`config.mk`:
```
export PLATFORM = sky130hd
export DESIGN_NAME = c2_accumulator_flat
export DESIGN_NICKNAME = d
export VERILOG_FILES = /design/src/rtl/c2_accumulator_if.sv /design/src/rtl/c2_accumulator.sv /design/src/flat_wrapper.sv
export SDC_FILE = /design/constraint.sdc
export NUM_CORES = 1
export LEC_CHECK = 0
export BUFFER_PORTS_ARGS = -buffer_cell sky130_fd_sc_hd__buf_2
export CAP_MARGIN = 30
export CORE_MARGIN = 5
export CORE_UTILIZATION = 49
export DETAILED_ROUTE_END_ITERATION = 6
export GPL_ROUTABILITY_DRIVEN = 0
export GPL_TIMING_DRIVEN = 0
export HOLD_SLACK_MARGIN = 0.02
export PLACE_DENSITY = 0.74
export SKIP_CTS_REPAIR_TIMING = 1
export SYNTH_ARGS = -nofsm -noshare
export SYNTH_HDL_FRONTEND = slang
export SYNTH_SLANG_ARGS = --single-unit
```
`constraint.sdc`:
```
create_clock -name clk -period 2.75 [get_ports clk]
set_input_delay 0.55 -clock clk [delete_from_list [all_inputs] [get_ports clk]]
set_output_delay 0.55 -clock clk [all_outputs]
set_load 0.01 [all_outputs]
```
`src/rtl/c2_accumulator_if.sv`:
```
// c2_accumulator_if: operand/result handshake bundle for c2_accumulator.
interface c2_accumulator_if #(
    parameter int WIDTH = 8,
    parameter int CNT_W = 8
);
    logic             in_valid;
    logic             in_ready;
    logic [4:0]       in_data;
    logic             in_neg;
    logic             out_valid;
    logic             out_ready;
    logic [WIDTH-1:0] acc;
    logic             ovf;
    logic [CNT_W-1:0] op_count;

    modport slave (
        input  in_valid, in_data, in_neg, out_ready,
        output in_ready, out_valid, acc, ovf, op_count
    );

    modport master (
        output in_valid, in_data, in_neg, out_ready,
        input  in_ready, out_valid, acc, ovf, op_count
    );
endinterface

```
`src/rtl/c2_accumulator.sv`:
```
// c2_accumulator: signed accumulate of +/-operand with valid/ready result and sticky overflow.
// Define C2_ACC_SATURATE_EN to clamp acc on overflow instead of wrapping.
module c2_accumulator #(
    parameter int WIDTH = 8,
    parameter int CNT_W = 8
) (
    input  logic                  clk,
    input  logic                  rst_n,
    input  logic                  clr,
    c2_accumulator_if.slave       bus
);
    typedef enum logic {ACCEPT, HOLD} state_t;

    state_t           state_q, state_d;
    logic [WIDTH-1:0] acc_q, acc_d;
    logic             ovf_q, ovf_d;
    logic [CNT_W-1:0] cnt_q, cnt_d;
    logic [WIDTH-1:0] mag, opnd, sum, upd;
    logic             ov;

    always_comb begin
        mag  = {{(WIDTH-5){1'b0}}, bus.in_data};
        opnd = bus.in_neg ? -mag : mag;
        sum  = acc_q + opnd;
        // overflow only possible when both addends share a sign
        ov   = (opnd[WIDTH-1] == acc_q[WIDTH-1]) && (sum[WIDTH-1] != acc_q[WIDTH-1]);
`ifdef C2_ACC_SATURATE_EN
        upd  = ov ? (acc_q[WIDTH-1] ? {1'b1, {(WIDTH-1){1'b0}}} : {1'b0, {(WIDTH-1){1'b1}}}) : sum;
`else
        upd  = sum;
`endif
    end

    always_comb begin
        state_d = state_q;
        acc_d   = acc_q;
        ovf_d   = ovf_q;
        cnt_d   = cnt_q;
        if (clr) begin
            state_d = ACCEPT;
            acc_d   = '0;
            ovf_d   = 1'b0;
            cnt_d   = '0;
        end else if (state_q == ACCEPT && bus.in_valid) begin
            state_d = HOLD;
            acc_d   = upd;
            ovf_d   = ovf_q | ov;
            cnt_d   = &cnt_q ? cnt_q : cnt_q + CNT_W'(1);
        end else if (state_q == HOLD && bus.out_ready) begin
            state_d = ACCEPT;
        end
    end

    always_ff @(posedge clk) begin
        if (!rst_n) begin
            state_q <= ACCEPT;
            acc_q   <= '0;
            ovf_q   <= 1'b0;
            cnt_q   <= '0;
        end else begin
            state_q <= state_d;
            acc_q   <= acc_d;
            ovf_q   <= ovf_d;
            cnt_q   <= cnt_d;
        end
    end

    assign bus.in_ready  = (state_q == ACCEPT);
    assign bus.out_valid = (state_q == HOLD);
    assign bus.acc       = acc_q;
    assign bus.ovf       = ovf_q;
    assign bus.op_count  = cnt_q;
endmodule

```
`src/flat_wrapper.sv`:
```
// flat-port wrapper written by rule: the top's interface ports become plain ports
module c2_accumulator_flat 
#(
    parameter int WIDTH = 8,
    parameter int CNT_W = 8
)
  (clk, rst_n, clr, bus_in_valid, bus_in_data, bus_in_neg, bus_out_ready, bus_in_ready, bus_out_valid, bus_acc, bus_ovf, bus_op_count);
  c2_accumulator_if #(.WIDTH(WIDTH), .CNT_W(CNT_W)) bus_i ();
  input  logic clk;
  input  logic rst_n;
  input  logic clr;
  input wire logic [$bits(bus_i.in_valid)-1:0] bus_in_valid;
  input wire logic [$bits(bus_i.in_data)-1:0] bus_in_data;
  input wire logic [$bits(bus_i.in_neg)-1:0] bus_in_neg;
  input wire logic [$bits(bus_i.out_ready)-1:0] bus_out_ready;
  output wire logic [$bits(bus_i.in_ready)-1:0] bus_in_ready;
  output wire logic [$bits(bus_i.out_valid)-1:0] bus_out_valid;
  output wire logic [$bits(bus_i.acc)-1:0] bus_acc;
  output wire logic [$bits(bus_i.ovf)-1:0] bus_ovf;
  output wire logic [$bits(bus_i.op_count)-1:0] bus_op_count;
  assign bus_i.in_valid = bus_in_valid;
  assign bus_i.in_data = bus_in_data;
  assign bus_i.in_neg = bus_in_neg;
  assign bus_i.out_ready = bus_out_ready;
  assign bus_in_ready = bus_i.in_ready;
  assign bus_out_valid = bus_i.out_valid;
  assign bus_acc = bus_i.acc;
  assign bus_ovf = bus_i.ovf;
  assign bus_op_count = bus_i.op_count;
  c2_accumulator #(.WIDTH(WIDTH), .CNT_W(CNT_W)) u_core (.clk(clk), .rst_n(rst_n), .clr(clr), .bus(bus_i));
endmodule
```
; ---- Word level (Yosys, flattened, before mapping)
; Cells that the tools add are included.
; Widths: inputs -> output; s select.
[classes]
n_addsub = 3
n_eq_ne = 2
bitwise = 4
n_reduce_logical = 7
muxes = 3
[op_table]
columns = cell, n
row1 = $add 8x1->8 const B, 1
row2 = $add 8x8->8, 1
row3 = $mux 8, 1
row4 = $neg 5->8, 1
row5 = $reduce_and 8->1, 1
row6 = $logic_and 1x1->1, 3
row7 = $not 1->1, 3
row8 = $mux 1, 2
row9 = $reduce_and 2->1, 1
row10 = $reduce_bool 2->1, 1
row11 = $reduce_or 2->1, 1
row12 = $eq 1x1->1, 1
row13 = $ne 1x1->1, 1
row14 = $or 1x1->1, 1
[totals]
input_bits = 11
regBits = 18

; ---- Longest topological paths before layout
; Gate-level depths: netlist (run 1).
[depth]
ltp_word = 6
depth_mapped = 11
depth_no_buf = 11

; ---- Worst setup path before layout (run 1)
; OpenSTA, ideal clock, no wires.
[synth_path]
path_type = input -> register
start = input bus_in_data[3]
end = register u_core.acc_q[7] (netlist: u_core.bus.acc[7])
n_path_buf = 0
path_stages = 9
t_arrival_ns = 2.273
setup_time_ns = 0.126
path_slack_ns = 0.351
cell_sequence = or2_4 o41ai_4 inv_2 ha_1 o21ai_1 or2b_1 and4_1 o211ai_1 o31ai_1
[synth_via]
elab_chain_cells = 3
[synth_lines]
columns = item, line_no
row1 = from (decl), flat_wrapper.sv:13  ; input wire logic [$bits(bus_i.in_data)-1:0] bus_in_data;
row2 = $neg 5->8, c2_accumulator.sv:23  ; opnd = bus.in_neg ? -mag : mag;
row3 = $mux 8 (*), c2_accumulator.sv:23
row4 = $add 8x8->8 (*), c2_accumulator.sv:24  ; sum = acc_q + opnd;
row5 = to (signal assigned), c2_accumulator.sv:57  ; acc_q <= '0;
row6 = to (signal assigned), c2_accumulator.sv:62  ; acc_q <= acc_d;
row7 = to (decl), c2_accumulator.sv:15  ; logic [WIDTH-1:0] acc_q, acc_d;
; Every way passes the cells marked *; elsewhere a longest branch is shown, timed or not.
; A chain may end at the register's enable or synchronous reset.

; ---- Worst setup path in the final report (run 1)
[layout_path]
start = input bus_in_data[0]
end = register u_core.acc_q[7] (netlist: u_core.bus.acc[7])
; Same word-level chain as after synthesis.

==> impl_metrics.py, run 1 <==
metrics = {
    "clock_network": {
        "cts_tree": "yes",
        "cts_max_level": 1,
        "worstSkewPairLatency_ns": 0.30,
        "cts.sinks": 18,
        "clock_path_buffers": 2,
        "clk_pin_slew_worst_paths_ns": 0.11,
        "cts_buffers": 3,
        "root_buffer": "clkbuf_4",
    },
    "sta": {
        "hold_viol": 0,
        "slew_headroom_pct": 67.6,
        "slew_viol_final": 0,
        "worst_hold_slack_ns": 0.466,
        "finalSetupViolCount": 0,
        "tightest_slew_ns": 0.487,
        "fin_skew_ns": 0.00166,
        "max_freq_mhz": 420,
        "period_share_pct": 86.6,
        "rsz0062_at_grt": "false",
        "final.setup.tns_ns": 0,
        "period_needed_ns": 2.38,
    },
    "pwr": {
        "p_int_uw": 411,
        "power.density_mw_per_mm2": 413,
        "p_comb_share_pct": 24.1,
        "clockPowerShare_pct": 29.1,
        "switching_power_uw": 176,
        "totalPowerFinal_uw": 587,
        "ir_drop_mv": 0.275,
        "seq_power_share_pct": 46.8,
        "p_leak_uw": 0.000634,
        "switching_share_pct": 30.0,
    },
    "worst_setup_path": {
        "max_stage_delay_ns": 0.38,
        "critPathArrivalTime_ns": 2.61,
        "crit_type": "in2reg",
        "cp_slowest_cell": "o211ai_1",
        "required_ns": 2.98,
        "crit_buf_inv": 2,
        "worstSetupStartpointType": "input pin",
        "path_delay_family": "compound AO/OA/AOI/OAI gates",
        "end_kind": "flop",
        "cp_max_fo": 4,
        "worstPathCellList": "buf_2 > inv_1 > ha_1 > nand2b_1 > xnor2_1 > ha_1 > o211ai_1 > o211ai_4 > a211oi_1 > o211ai_1 > o31ai_1",
    },
    "layout": {
        "fin_nets": 192,
        "area_growth_pct": 18.2,
        "nFillCells": 218,
        "drive_above_1_share_pct": 28.2,
        "fin_cells": 200,
        "antenna_cells": 0,
    },
    "route": {
        "vias_per_cell": 5.50,
        "vias": 1099,
        "post-route-drc-count": 0,
        "first_iter_violations": 26,
        "wl_microns": 2750,
        "antenna_left": 0,
        "routedWlPerCell_microns": 13.8,
        "dr.pass1.iters": 4,
    },
    "global_route": {
        "top_usage_layer": "met2",
        "grt_max_degree": 11,
        "met2_usage_pct": 30.4,
        "overflow": 0,
        "use_met1_pct": 19.5,
        "grt_pass1_wl_microns": 4650,
        "grtUsageTotal_pct": 17.1,
        "antenna_found_initial": 0,
        "grt_pass1_vias": 1136,
        "use_met3_pct": 2.61,
    },
    "logic_synthesis": {
        "yosys.area.top_type": "dfxtp_1",
        "synth_nets": 158,
        "yosys-top-cells-count": "21 x nand2_1, 18 x dfxtp_1, 10 x a21oi_1, 9 x ha_1, 9 x nor2_1",
        "synthCells": 137,
        "synth_top_area_share_pct": 29.9,
        "seq_area_frac_synth_pct": 29.9,
        "synth_edf_count": 0,
        "synth_most_common_cell": "nand2_1",
        "yosys_warnings": 0,
        "syn_area_sq_mm": 0.00120,
        "avgSynthCellArea_sq_um": 8.79,
        "synthArstFlopShare_pct": 0,
        "ys_seq_elements": 18,
        "synthTopCellsByArea": "dfxtp_1 30%, ha_1 9.4%, nand2_1 6.5%, xnor2_1 5.1%, a21oi_1 4.2%",
        "ys_types": 44,
        "synthFlopType": "dfxtp_1",
    },
    "floorplanning": {
        "start_util_pct": 49.9,
        "die_w_microns": 59.6,
        "die_y_microns": 59.6,
        "boundaryPins": 30,
        "rows": 18,
        "core-area_sq_mm": 0.00241,
        "dieArea_sq_mm": 0.00355,
    },
    "min_path": {
        "holdCritPathClass": "reg2reg",
    },
    "placement": {
        "port_buffers": 29,
        "hpwl_microns": 2160,
        "placedCellCount": 196,
    },
    "outcome": {
        "status": "finished clean",
    },
    "job": {
        "maxCapViolCount": 0,
    },
}
[metrics by stage]
stage / utilization, % / worst slack [ns] / instance area, sq um
floorplan: - / 0.351 / 1200
global placement: 57.5 / 0.136 / 1390
detailed placement: 57.5 / 0.0828 / 1390
CTS: 59.0 / 0.409 / 1420
global route: 59.0 / 0.206 / 1420
finish: 59.0 / 0.369 / 1420
[worst paths after layout]
kind | from | to | slack [ns] | cells after the start
worst max-delay path | bus_in_data[0] | u_core.bus.acc[7]$_SDFFE_PP0P_ | 0.37 | 11
worst min-delay path | u_core.bus.ovf$_SDFFE_PP0P_ | u_core.bus.ovf$_SDFFE_PP0P_ | 0.47 | 2
worst max register to register | u_core.bus.acc[0]$_SDFFE_PP0P_ | u_core.bus.acc[6]$_SDFFE_PP0P_ | 0.84 | 7
worst min register to register | u_core.bus.ovf$_SDFFE_PP0P_ | u_core.bus.ovf$_SDFFE_PP0P_ | 0.47 | 2
[state kept, by name, indices dropped and copies added, names as in the netlist]
name / count
u_core.bus.acc: 8
u_core.bus.op_count: 8
u_core.bus.out_valid: 1
u_core.bus.ovf: 1
[cell type report]
type / count / area (sq um) / share of cell area, %
plain buffers: 4 / 36.3 / 2.55
clock buffers: 4 / 36.3 / 2.55
inverters: 6 / 22.5 / 1.58
multi-input cells: 109 / 785 / 55.1
flip-flops and latches: 18 / 360 / 25.3
well taps: 30 / 37.5 / 2.64
repair buffers: 29 / 145 / 10.2
[routing by layer]
layer  routed length [microns]  vias to the layer above
li1                          -                      554
met5                         0                        -
met1                      1170                      508
met4                        44                        0
met3                       167                        5
met2                      1370                       32
[power by group through the flow]
| stage | Combinational [uW] | Sequential, uW | Clock, uW |
|---|---|---|---|
| global placement | 135 | 280 | 0 |
| finish | 141 | 275 | 171 |
| global route | 156 | 276 | 189 |
| detailed placement | 141 | 281 | 0 |
| CTS | 141 | 275 | 178 |
| floorplan | 96.6 | 284 | 0 |
[cells in the final DEF (no fill, tap or decap), types with 2 or more instances in the layout]
cell type and count:
buf_2 29, nand2_1 21, dfxtp_1 18, a21oi_1 10, nor2_1 9, ha_1 9, xnor2_1 7, inv_1 5
o21ai_0 4, a31oi_1 4, xor2_1 4, a211oi_1 3, clkbuf_4 3, o21a_1 2, nand2b_1 2, o31ai_1 2
o211ai_1 2, and4_1 2, clkbuf_8 2, nand4_1 2, nand3_1 2, mux2i_1 2, nor3_1 2, a21o_1 2
[logic make-up (layout without fill, tap and decap cells)]
| group | after synthesis | after routing | synth area share (%) |
|---|---|---|---|
| AOI/OAI and AO/OA | 35 | 35 | 22.0 |
| xor gates and xnor gates | 11 | 11 | 8.00 |
| adders and majority gates | 10 | 10 | 11.0 |
| buffers and inverters | 10 | 43 | 4.89 |
| DFF | 18 | 18 | 29.9 |
| muxes | 2 | 2 | 1.66 |
| and+or+nand+nor | 51 | 51 | 22.5 |
[worst register-to-register path, delay by kind of cell, from the launching register on]
family                     cells  cell delay [ns]
adders and majority gates      2             0.70
AOI/OAI and AO/OA              3             0.54
muxes                          1             0.18
DFF                            1             0.34
and+or+nand+nor                1             0.06
No activity file was read; power rests on OpenSTA's default activity.
==> run 2: changes to the inputs <==
ABC_AREA = 1   (was default)
==> impl_metrics.py, run 2 <==
metrics = {
    "outcome": {
        "status": "finished clean",
    },
    "clock_network": {
        "cts.sinks": 18,
        "cts_tree": "yes",
        "clock_path_buffers": 2,
        "clk_pin_slew_worst_paths_ns": 0.09,
        "cts_max_level": 1,
        "root_buffer": "clkbuf_4",
        "cts_buffers": 3,
        "worstSkewPairLatency_ns": 0.30,
    },
    "pwr": {
        "p_comb_share_pct": 25.9,
        "clockPowerShare_pct": 24.2,
        "switching_share_pct": 32.0,
        "p_int_uw": 376,
        "ir_drop_mv": 0.235,
        "p_leak_uw": 0.000760,
        "switching_power_uw": 177,
        "totalPowerFinal_uw": 553,
        "seq_power_share_pct": 50.0,
        "power.density_mw_per_mm2": 387,
    },
    "logic_synthesis": {
        "synthFlopType": "dfxtp_1",
        "synth_most_common_cell": "nand2_1",
        "avgSynthCellArea_sq_um": 6.56,
        "synthArstFlopShare_pct": 0,
        "yosys.area.top_type": "dfxtp_1",
        "synth_top_area_share_pct": 29.4,
        "synthTopCellsByArea": "dfxtp_1 29%, nand2_1 15%, ha_1 9.2%, inv_1 7.6%, nand3_1 6.9%",
        "ys_types": 25,
        "yosys-top-cells-count": "48 x nand2_1, 25 x inv_1, 20 x nor2_1, 18 x dfxtp_1, 17 x nand3_1",
        "syn_area_sq_mm": 0.00123,
        "synthCells": 187,
        "seq_area_frac_synth_pct": 29.4,
        "synth_edf_count": 0,
        "ys_seq_elements": 18,
        "yosys_warnings": 0,
        "synth_nets": 208,
    },
    "min_path": {
        "holdCritPathClass": "reg2reg",
    },
    "route": {
        "vias_per_cell": 4.96,
        "antenna_left": 0,
        "routedWlPerCell_microns": 11.2,
        "vias": 1231,
        "first_iter_violations": 48,
        "dr.pass1.iters": 4,
        "post-route-drc-count": 0,
        "wl_microns": 2790,
    },
    "layout": {
        "antenna_cells": 0,
        "fin_nets": 241,
        "drive_above_1_share_pct": 17.4,
        "layout_commonest_cell": "nand2_1",
        "final_cell_mix": "48 x nand2_1, 30 x buf_2, 25 x inv_1, 20 x nor2_1, 18 x dfxtp_1",
        "area_growth_pct": 16.3,
        "finalCoreUtilization_pct": 58.7,
        "fin_cells": 248,
        "fin_area_sq_mm": 0.00143,
    },
    "floorplanning": {
        "die_y_microns": 60.1,
        "rows": 18,
        "dieArea_sq_mm": 0.00361,
        "start_util_pct": 50.5,
        "core-area_sq_mm": 0.00243,
        "die_w_microns": 60.1,
        "boundaryPins": 30,
    },
    "global_route": {
        "overflow": 0,
        "grt_max_degree": 11,
        "antenna_found_initial": 0,
        "grt_pass1_wl_microns": 4700,
        "grt_pass1_vias": 1118,
        "grtUsageTotal_pct": 16.9,
    },
    "sta": {
        "rsz0062_at_grt": "false",
        "fin_skew_ns": 0.00804,
        "period_needed_ns": 2.29,
        "slew_headroom_pct": 69.0,
        "period_share_pct": 83.3,
        "max_freq_mhz": 437,
        "tightest_slew_ns": 0.464,
        "hold_viol": 0,
        "slew_viol_final": 0,
        "finalSetupViolCount": 0,
        "final.setup.tns_ns": 0,
    },
    "worst_setup_path": {
        "worstSetupStartpointType": "input pin",
        "cp_max_fo": 6,
        "end_kind": "flop",
        "critPathArrivalTime_ns": 2.52,
        "crit_type": "in2reg",
        "required_ns": 2.98,
    },
    "placement": {
        "placed_cell_area_sq_mm": 0.00141,
        "hpwl_microns": 2300,
        "port_buffers": 28,
        "placedCellCount": 245,
    },
    "job": {
        "maxCapViolCount": 0,
    },
}
-- run 2: cell types whose count changed in the layout (fill, tap and decap cells not counted), moves of 3 or more --
cell      previous run  this run
a211oi_1             3         0
a21oi_1             10        13
a31oi_1              4         0
inv_1                5        25
nand2_1             21        48
nand3_1              2        17
nand3b_1             0         3
nor2_1               9        20
o21ai_0              4         9
xnor2_1              7         4
-- run 2: final cells by class --
class / instances / area, sq um
Sequential cell: 18 / 360
Tap cell: 30 / 37.5
Multi-Input combinational cell: 139 / 749
Clock buffer: 3 / 22.5
Timing Repair Buffer: 28 / 140
Fill cell: 247 / 1000
Buffer: 3 / 13.8
Inverter: 27 / 104
-- run 2: per-layer routing --
layer  global-route usage (%)  vias up  share of wire (%)
met1                     19.0      538                 43
met2                     31.3       26                 51
met5                        0        -                  0
met4                     6.65        0                1.8
met3                     2.81        4                4.5
li1                         -      663                  -
-- run 2: path summary, 6_finish.rpt --
kind	start	to	slack (ns)	cells after the start
setup / recovery	bus_in_data[0]	u_core.bus.ovf$_SDFFE_PP0P_	0.46	14
hold / removal	u_core.bus.ovf$_SDFFE_PP0P_	u_core.bus.ovf$_SDFFE_PP0P_	0.46	2
setup reg to reg	u_core.bus.acc[0]$_SDFFE_PP0P_	u_core.bus.acc[4]$_SDFFE_PP0P_	1.14	7
hold reg to reg	u_core.bus.ovf$_SDFFE_PP0P_	u_core.bus.ovf$_SDFFE_PP0P_	0.46	2
-- run 2: cell families (layout without fill, tap and decap cells) --
kind of cell	after synthesis	after routing	share of synthesized area, %
XOR/XNOR	6	6	4.28
adder cells (fa/ha/maj)	10	10	10.8
AO/OA/AOI/OAI	26	26	11.3
AND/OR/NAND/NOR	97	97	34.7
flip-flops	18	18	29.4
buffers and inverters	30	61	9.58
-- run 2: stage by stage --
stage	setup WS, ns	hold WS [ns]
after detailed placement	0.128	0.447
after global routing	0.283	0.476
final	0.460	0.457
after floorplan	0.573	0.474
after CTS	0.445	0.462
after global placement	0.276	0.438
-- run 2: critical path, stage by stage --
cell     delay, ns
buf_2         0.10
inv_1         0.09
ha_1          0.18
nand2_1       0.09
o21ai_0       0.29
xnor2_1       0.17
ha_1          0.31
nand2_1       0.09
nand2_1       0.07
a21oi_1       0.19
nand2_1       0.12
nand2_1       0.07
nand3_1       0.07
a21oi_1       0.12
-- run 2: power groups by stage --
| stage | combinational [uW] | sequential, uW | clock [uW] |
|---|---|---|---|
| detailed placement | 143 | 282 | 0 |
| finish | 143 | 276 | 134 |
| global route | 164 | 278 | 151 |
| floorplan | 100 | 286 | 0 |
| CTS | 144 | 276 | 142 |
| global placement | 138 | 282 | 0 |
==> run 3: changes to the inputs <==
clock period = 2.17 ns   (was 2.75 ns; I/O delays follow)
==> impl_metrics.py, run 3 (synthesized netlist as in run 2, its figures left out) <==
metrics = {
    "layout": {
        "fin_nets": 242,
        "register_area_sq_um": 360,
        "nFillCells": 248,
        "fin_area_sq_mm": 0.00144,
        "drive_above_1_share_pct": 18.3,
        "finalCoreUtilization_pct": 59.2,
        "antenna_cells": 0,
        "layout_commonest_cell": "nand2_1",
        "multi_input_area_sq_um": 753,
        "final_cell_mix": "48 x nand2_1, 30 x buf_2, 25 x inv_1, 20 x nor2_1, 18 x dfxtp_1",
        "area_growth_pct": 17.2,
    },
    "worst_setup_path": {
        "crit_type": "in2reg",
        "cp.depth": 14,
        "r2r_cells": 7,
        "cp_common_cell": "nand2_1",
        "crit_path_end": "u_core.bus.acc[7]$_SDFFE_PP0P_",
        "end_kind": "flop",
        "r2r_start": "u_core.bus.acc[0]$_SDFFE_PP0P_",
        "path_delay_family": "simple AND/OR/NAND/NOR gates",
        "required_ns": 2.40,
        "crit_buf_inv": 2,
        "cp_max_fo": 4,
        "crit_start": "bus_in_data[0]",
        "rrSetupSlack_ns": 0.56,
        "r2r_end": "u_core.bus.acc[4]$_SDFFE_PP0P_",
        "max_stage_delay_ns": 0.29,
        "critPathArrivalTime_ns": 2.25,
        "worstPathCellList": "buf_2 > inv_1 > ha_1 > nand2_1 > o21ai_2 > xnor2_1 > ha_1 > nand2_1 > nand2_1 > a21oi_1 > nand2_1 > nand3_1 > nand2_1 > a21oi_1",
        "worstSetupStartpointType": "input pin",
        "cp_slowest_cell": "ha_1",
    },
    "floorplanning": {
        "dieArea_sq_mm": 0.00361,
        "core-area_sq_mm": 0.00243,
        "boundaryPins": 30,
        "die_y_microns": 60.1,
        "rows": 18,
        "die_w_microns": 60.1,
        "start_util_pct": 50.5,
    },
    "sta": {
        "fin_skew_ns": 0.00509,
        "slew_viol_final": 0,
        "slew_headroom_pct": 68.2,
        "period_share_pct": 93.1,
        "finalSetupViolCount": 0,
        "period_needed_ns": 2.02,
        "final.setup.tns_ns": 0,
        "tightest_slew_ns": 0.477,
        "layout_setup_ws_ns": 0.151,
        "hold_viol": 0,
        "rsz0062_at_grt": "false",
        "max_freq_mhz": 495,
    },
    "global_route": {
        "grtUsageTotal_pct": 16.9,
        "grt_pass1_vias": 1118,
        "grt_max_degree": 11,
        "antenna_found_initial": 0,
        "grt_pass1_wl_microns": 4700,
        "overflow": 0,
    },
    "route": {
        "dr.pass1.iters": 4,
        "wl_microns": 2850,
        "routedWlPerCell_microns": 11.4,
        "post-route-drc-count": 0,
        "vias_per_cell": 5.05,
        "first_iter_violations": 50,
        "vias": 1257,
        "antenna_left": 0,
    },
    "placement": {
        "port_buffers": 28,
        "hpwl_microns": 2300,
        "dpl_worst_slack_ns": -0.336,
        "placed_cell_area_sq_mm": 0.00141,
    },
    "job": {
        "maxCapViolCount": 0,
    },
    "clock_network": {
        "cts_buffers": 3,
        "cts.sinks": 18,
        "clock_path_buffers": 2,
        "root_buffer": "clkbuf_4",
        "cts_max_level": 1,
        "worstSkewPairLatency_ns": 0.30,
        "cts_tree": "yes",
        "clk_pin_slew_worst_paths_ns": 0.10,
    },
    "pwr": {
        "p_leak_uw": 0.000766,
        "power.density_mw_per_mm2": 493,
        "ir_drop_mv": 0.300,
    },
    "min_path": {
        "holdCritPathClass": "in2reg",
    },
    "outcome": {
        "status": "finished clean",
    },
}
[run 3: cell count changes in the layout (fill, tap and decap cells not counted), sizes merged]
cell	delta
buf	+1
[run 3: how the worst min path moves through the flow]
stage                                start                              to  slack [ns]  depth (start not counted)
2_1_floorplan  u_core.bus.ovf$_SDFFE_PP0P_     u_core.bus.ovf$_SDFFE_PP0P_        0.47                          2
3_3_place_gp   u_core.bus.ovf$_SDFFE_PP0P_     u_core.bus.ovf$_SDFFE_PP0P_        0.44                          2
3_5_place_dp   u_core.bus.ovf$_SDFFE_PP0P_     u_core.bus.ovf$_SDFFE_PP0P_        0.45                          2
4_1_cts                                clr  u_core.bus.acc[2]$_SDFFE_PP0P_        0.40                          4
5_1_grt                                clr  u_core.bus.acc[2]$_SDFFE_PP0P_        0.42                          4
6_report                               clr  u_core.bus.acc[2]$_SDFFE_PP0P_        0.40                          4
[run 3: metrics by stage]
step	total power, uW	instances	hold slack (ns)
after floorplan	489	187	0.474
after global placement	532	245	0.438
after detailed placement	540	245	0.447
after CTS	713	248	0.401
after global routing	758	249	0.418
final	710	249	0.404
[run 3: layer usage]
layer | routed length [microns] | track usage (%) | up-vias
met5 | 0 | 0 | -
li1 | - | - | 667
met1 | 1170 | 19.0 | 556
met4 | 50 | 6.65 | 0
met3 | 136 | 2.81 | 4
met2 | 1490 | 31.3 | 30
[run 3: area by class of cell]
type	count	area share, %
Tap cell	30	2.61
Timing Repair Buffer	29	10.3
Multi-Input combinational cell	139	52.3
Sequential cell	18	25.0
Clock buffer	3	1.57
Inverter	27	7.22
Buffer	3	0.957
[run 3: where the power goes]
part | switching, uW | leakage, uW | total, uW | internal [uW]
logic | 114 | 0.000605 | 188 | 73.9
registers | 8.87 | 0.000146 | 350 | 341
clock network | 107 | 0.0000138 | 172 | 64.8
[run 3: worst register-to-register path, delay by kind of cell, from the launching register on]
kind            cells  cell delay, ns
flops               1            0.34
simple gates        2            0.28
compound gates      2            0.15
buf+inv             1            0.05
fa+ha+maj           2            0.69
